`src/rtl/mmc_arm_level_quantizer.sv`:
```
// mmc_arm_level_quantizer: per-arm drive-to-insertion-level quantizer with hysteresis, slew limit and init load
module mmc_arm_level_quantizer #(
  parameter int N_LEG    = 3,
  parameter int N_SM     = 127,
  parameter int DRV_W    = 16,
  parameter int HYST     = 8192,
  parameter int MAX_STEP = 4,
  localparam int LW      = $clog2(N_SM+1)
) (
  input  logic                   clk,
  input  logic                   rst,
  input  logic                   drv_valid,
  input  logic                   init,
  input  logic [N_LEG*DRV_W-1:0] drv_up,
  input  logic [N_LEG*DRV_W-1:0] drv_dw,
  output logic [N_LEG*LW-1:0]    lvl_up,
  output logic [N_LEG*LW-1:0]    lvl_dw,
  output logic                   lvl_valid,
  output logic [2*N_LEG-1:0]     slew_sat
);
  localparam int NA = 2*N_LEG;
  localparam int SW = DRV_W+LW;
  localparam int CW = SW+1;
  localparam logic [CW-1:0] HF = CW'(2**(DRV_W-1));
  localparam logic [CW-1:0] HY = CW'(HYST);
  localparam logic [LW:0] MS = (LW+1)'(MAX_STEP);
  localparam bit LIM = MAX_STEP != 0;
  logic v1_q, init1_q, lvl_valid_q;
  // sample flags through the two pipeline stages; init counts as a sample on its own
  always_ff @(posedge clk or posedge rst) begin
    if (rst) begin
      v1_q        <= 1'b0;
      init1_q     <= 1'b0;
      lvl_valid_q <= 1'b0;
    end else begin
      v1_q        <= drv_valid | init;
      init1_q     <= init;
      lvl_valid_q <= v1_q;
    end
  end
  assign lvl_valid = lvl_valid_q;
  for (genvar a = 0; a < NA; a++) begin : g_arm
    logic [DRV_W-1:0] drv;
    logic [SW-1:0] scaled_d, scaled_q;
    logic [LW-1:0] tgt_d, tgt_q, lvl_d, lvl_q;
    logic sat_d, sat_q;
    logic [CW-1:0] cur, scl;
    logic [LW:0] up_lim, dn_lim;
    logic up, dn, up_clip, dn_clip;
    // scale drive to level units, round half up, then decide hysteresis step and slew clip
    always_comb begin
      drv      = (a % 2 == 1) ? drv_dw[(a/2)*DRV_W +: DRV_W] : drv_up[(a/2)*DRV_W +: DRV_W];
      scaled_d = SW'(drv) * SW'(N_SM);
      tgt_d    = LW'((CW'(scaled_d) + HF) >> DRV_W);
      cur      = {1'b0, lvl_q, DRV_W'(0)};
      scl      = {1'b0, scaled_q};
      up       = scl >= cur + HF + HY;
      dn       = (lvl_q != '0) && (scl + HF + HY < cur);
      up_lim   = {1'b0, lvl_q} + MS;
      dn_lim   = ({1'b0, lvl_q} >= MS) ? {1'b0, lvl_q} - MS : '0;
      up_clip  = LIM && (up_lim < {1'b0, tgt_q});
      dn_clip  = LIM && (dn_lim > {1'b0, tgt_q});
      lvl_d    = init1_q ? tgt_q : up ? (up_clip ? up_lim[LW-1:0] : tgt_q) :
                 dn ? (dn_clip ? dn_lim[LW-1:0] : tgt_q) : lvl_q;
      sat_d    = init1_q ? 1'b0 : up ? up_clip : dn ? dn_clip : sat_q;
    end
    // stage 1: capture scaled drive and rounded target on each sample
    always_ff @(posedge clk or posedge rst) begin
      if (rst) begin
        scaled_q <= '0;
        tgt_q    <= '0;
      end else if (drv_valid | init) begin
        scaled_q <= scaled_d;
        tgt_q    <= tgt_d;
      end
    end
    // stage 2: commit level and slew flag; both hold between samples
    always_ff @(posedge clk or posedge rst) begin
      if (rst) begin
        lvl_q <= '0;
        sat_q <= 1'b0;
      end else if (v1_q) begin
        lvl_q <= lvl_d;
        sat_q <= sat_d;
      end
    end
    assign slew_sat[a] = sat_q;
    if (a % 2 == 1) begin : g_dw
      assign lvl_dw[(a/2)*LW +: LW] = lvl_q;
    end else begin : g_up
      assign lvl_up[(a/2)*LW +: LW] = lvl_q;
    end
  end
endmodule

```
`config.mk`:
```
export PLATFORM = sky130hd
export DESIGN_NAME = mmc_arm_level_quantizer
export DESIGN_NICKNAME = d
export VERILOG_FILES = /design/src/rtl/mmc_arm_level_quantizer.sv
export SDC_FILE = /design/constraint.sdc
export NUM_CORES = 2
export LEC_CHECK = 0
export ABC_CLOCK_PERIOD_IN_PS = 12300
export CAP_MARGIN = 20
export CORE_AREA = 5 5 211 253
export DETAILED_ROUTE_END_ITERATION = 6
export DIE_AREA = 0 0 216 258
export MAX_ROUTING_LAYER = met4
export PLACE_DENSITY = 0.8
export SYNTH_ARGS = -nofsm -noshare
export SYNTH_HDL_FRONTEND = slang
export SYNTH_SLANG_ARGS = --single-unit
```
`constraint.sdc`:
```
create_clock -name clk -period 12.3 [get_ports clk]
set_clock_uncertainty 0.2 [all_clocks]
set_input_delay 1.845 -clock clk [delete_from_list [all_inputs] [get_ports clk]]
set_output_delay 1.845 -clock clk [all_outputs]
set_load 0.05 [all_outputs]
```
==> results.cfg <==
[outcome]
outcome = completed

[synthesis]
synth_nets = 3979
syn_area_sq_um = 27500
synthFlopType = dfrtp_1
synth_commonest_cells = inv_1 (625), ha_1 (438), fa_1 (318)
synth.most_common_cell = inv_1
synth_cells = 3123
ys.warnings.count = 0
synthTopCellsByArea = fa_1 (23%), ha_1 (20%), dfrtp_1 (14%), inv_1 (8.5%), nand2_1 (3.5%)
synth_top_area_share_pct = 23.2
synthArstFlopShare_pct = 100
ys_seq_area_share_pct = 13.9
ys_ff_latch = 153
avgSynthCellArea_sq_um = 8.80
yosys.area.top_type = fa_1
yosysUniqueCellTypes = 83
synth_enable_flop_cells = 0

[global_route]
antenna_found_initial = 0
grt_pass1_wl_mm = 102
overflow = 0
first_global_vias = 22059
grt_max_degree = 82
gr-usage-all-layers_pct = 22.2

[finish]
fin_cells = 3887
diodes = 0
postLayoutCellArea_sq_um = 30200
layout-drive-gt1-share_pct = 2.35
syn2layout_area_growth_pct = 9.79
nNetsFinal = 4079

[timing]
max-slew-margin-rel_pct = 34.8
tightest_slew_ns = 0.978
period_share_pct = 58.8
maxSlewViolCount = 0
finalSetupTns_ns = 0
final-hold-violation-count = 0
final-setup-viol-count = 0
fmax_ghz = 0.138
grt_setup_unrepaired = false
period_needed_ns = 7.24

[die]
initial_core_util_pct = 54.0
die_area_sq_um = 55700
rows = 91
io_pins = 149
dieWidth_microns = 216
fp.dieH_microns = 258
coreArea_sq_um = 50900

[routing]
drc = 0
routedWlPerCell_microns = 15.3
routed_wl_mm = 59.3
antenna_left = 0
via_per_inst = 5.50
drt_first_pass_iters = 5
drtIter0Drc = 1039
vias = 21389

[clock_network]
cts_root_buf = clkbuf_16
clk_latency_ns = 0.45
cts_resized = 0
numCtsBuffers = 17
path_clk_slew_ns = 0.07
cts_setup_buffers = 0
tritoncts = done
cts_buffer_depth = 2
htree_levels = 4
hold_buffers = 0
cts.sinks = 153

[place]
dp_cells = 3855
dp_hpwl_mm = 50.1
place_area_sq_um = 29500
numPortBuffers = 148
gp_congestion = 0.926

[critical_path]
slowest_delay_ns = 0.59
path_class = in2reg
cp_max_fo = 4
crit_required_ns = 12.47
r2r_cells = 17
crit_slowest_cell = clkdlybuf4s50_1
path_cells = clkdlybuf4s50_1 > inv_1 > fa_1 > inv_1 > fa_1 > inv_1 > fa_1 > fa_1 > inv_1 > ha_1 > or3_1 > a21o_1 > a21oi_2 > nor4_1 > o41a_1 > or4_1 > nand3_2 > nand4b_1 > or3_1 > o211ai_2
cp-start-kind = primary input
ff2ff_setup_slack_ns = 7.68
critPathArrivalTime_ns = 7.41
endpoint_kind = flop

[hold_path]
hold_class = reg2reg
whs_path_depth = 2

[job]
drv_cap = 0
area by class of cell:
class                      instances  area (sq um)
multi-input combinational       2269         21000
fill                            4400         20700
sequential                       153          3830
inverter                         626          2350
timing repair buffer             156          1540
tap                              651           815
clock buffer                      19           433
clock inverter                    13           191
critical path, delay by kind of cell:
family	cells	cell delay [ns]
AND/OR/NAND/NOR	6	1.50
adder cells (fa/ha/maj)	5	2.43
AO/OA/AOI/OAI	4	0.79
buffers and inverters	5	0.85
registers in the layout (all words and copies together) (netlist names):
name            count
lvl_valid           1
g_arm.scaled_q     60
v1_q                1
init1_q             1
g_arm.lvl_q        42
g_arm.tgt_q        42
g_arm.sat_q         6
final timing paths:
| kind | to | startpoint |
|---|---|---|
| hold reg to reg | g_arm[0].tgt_q[1] | g_arm[0].tgt_q[1] |
| setup reg to reg | g_arm[4].lvl_q[2] | g_arm[4].lvl_q[2] |
| setup / recovery | g_arm[0].tgt_q[6] | drv_up[4] |
| hold / removal | g_arm[0].tgt_q[1] | g_arm[0].tgt_q[1] |
| max in group asynchronous | g_arm[3].lvl_q[1] | rst |
| min in group asynchronous | g_arm[5].lvl_q[3] | rst |
layout by cell type, fill, tap and decap left out, drive strengths merged, types with 66 or more instances in the layout:
cell,instances
nand3,77
o21ai,123
a21oi,150
dfrtp,153
inv,630
fa,318
nor2,157
nand2,255
clkdlybuf4s50,148
xnor2,107
ha,438
xor2,66
logic make-up (layout without fill, tap and decap cells):
family | after synthesis | in the layout | synth area share, %
AOI/OAI and AO/OA | 593 | 593 | 14.5
adders and majority gates | 756 | 756 | 43.1
muxes | 16 | 16 | 0.624
and+or+nand+nor | 731 | 731 | 12.7
DFF | 153 | 153 | 13.9
xor gates and xnor gates | 173 | 173 | 5.51
buffers and inverters | 701 | 814 | 9.66
through the flow:
stage               worst slack [ns]  hold slack, ns  utilization [%]
global route                    4.71           0.313             59.3
floorplan                       5.43           0.250                -
CTS                             5.04           0.288             59.3
global placement                4.63           0.265             58.0
finish                          5.06           0.284             59.3
detailed placement              4.57           0.272             58.0
layer usage:
layer  GRT usage (%)  vias to the layer above  share of wire, %
met1            27.0                    10379                43
met4            4.84                        0               1.6
li1                -                    10565                 -
met5               -                        -                 0
met2            40.0                      364                52
met3            2.37                       81               3.3
Power is not shown: default switching activity piles up to over one toggle a cycle in this logic, so the estimate is an artifact.
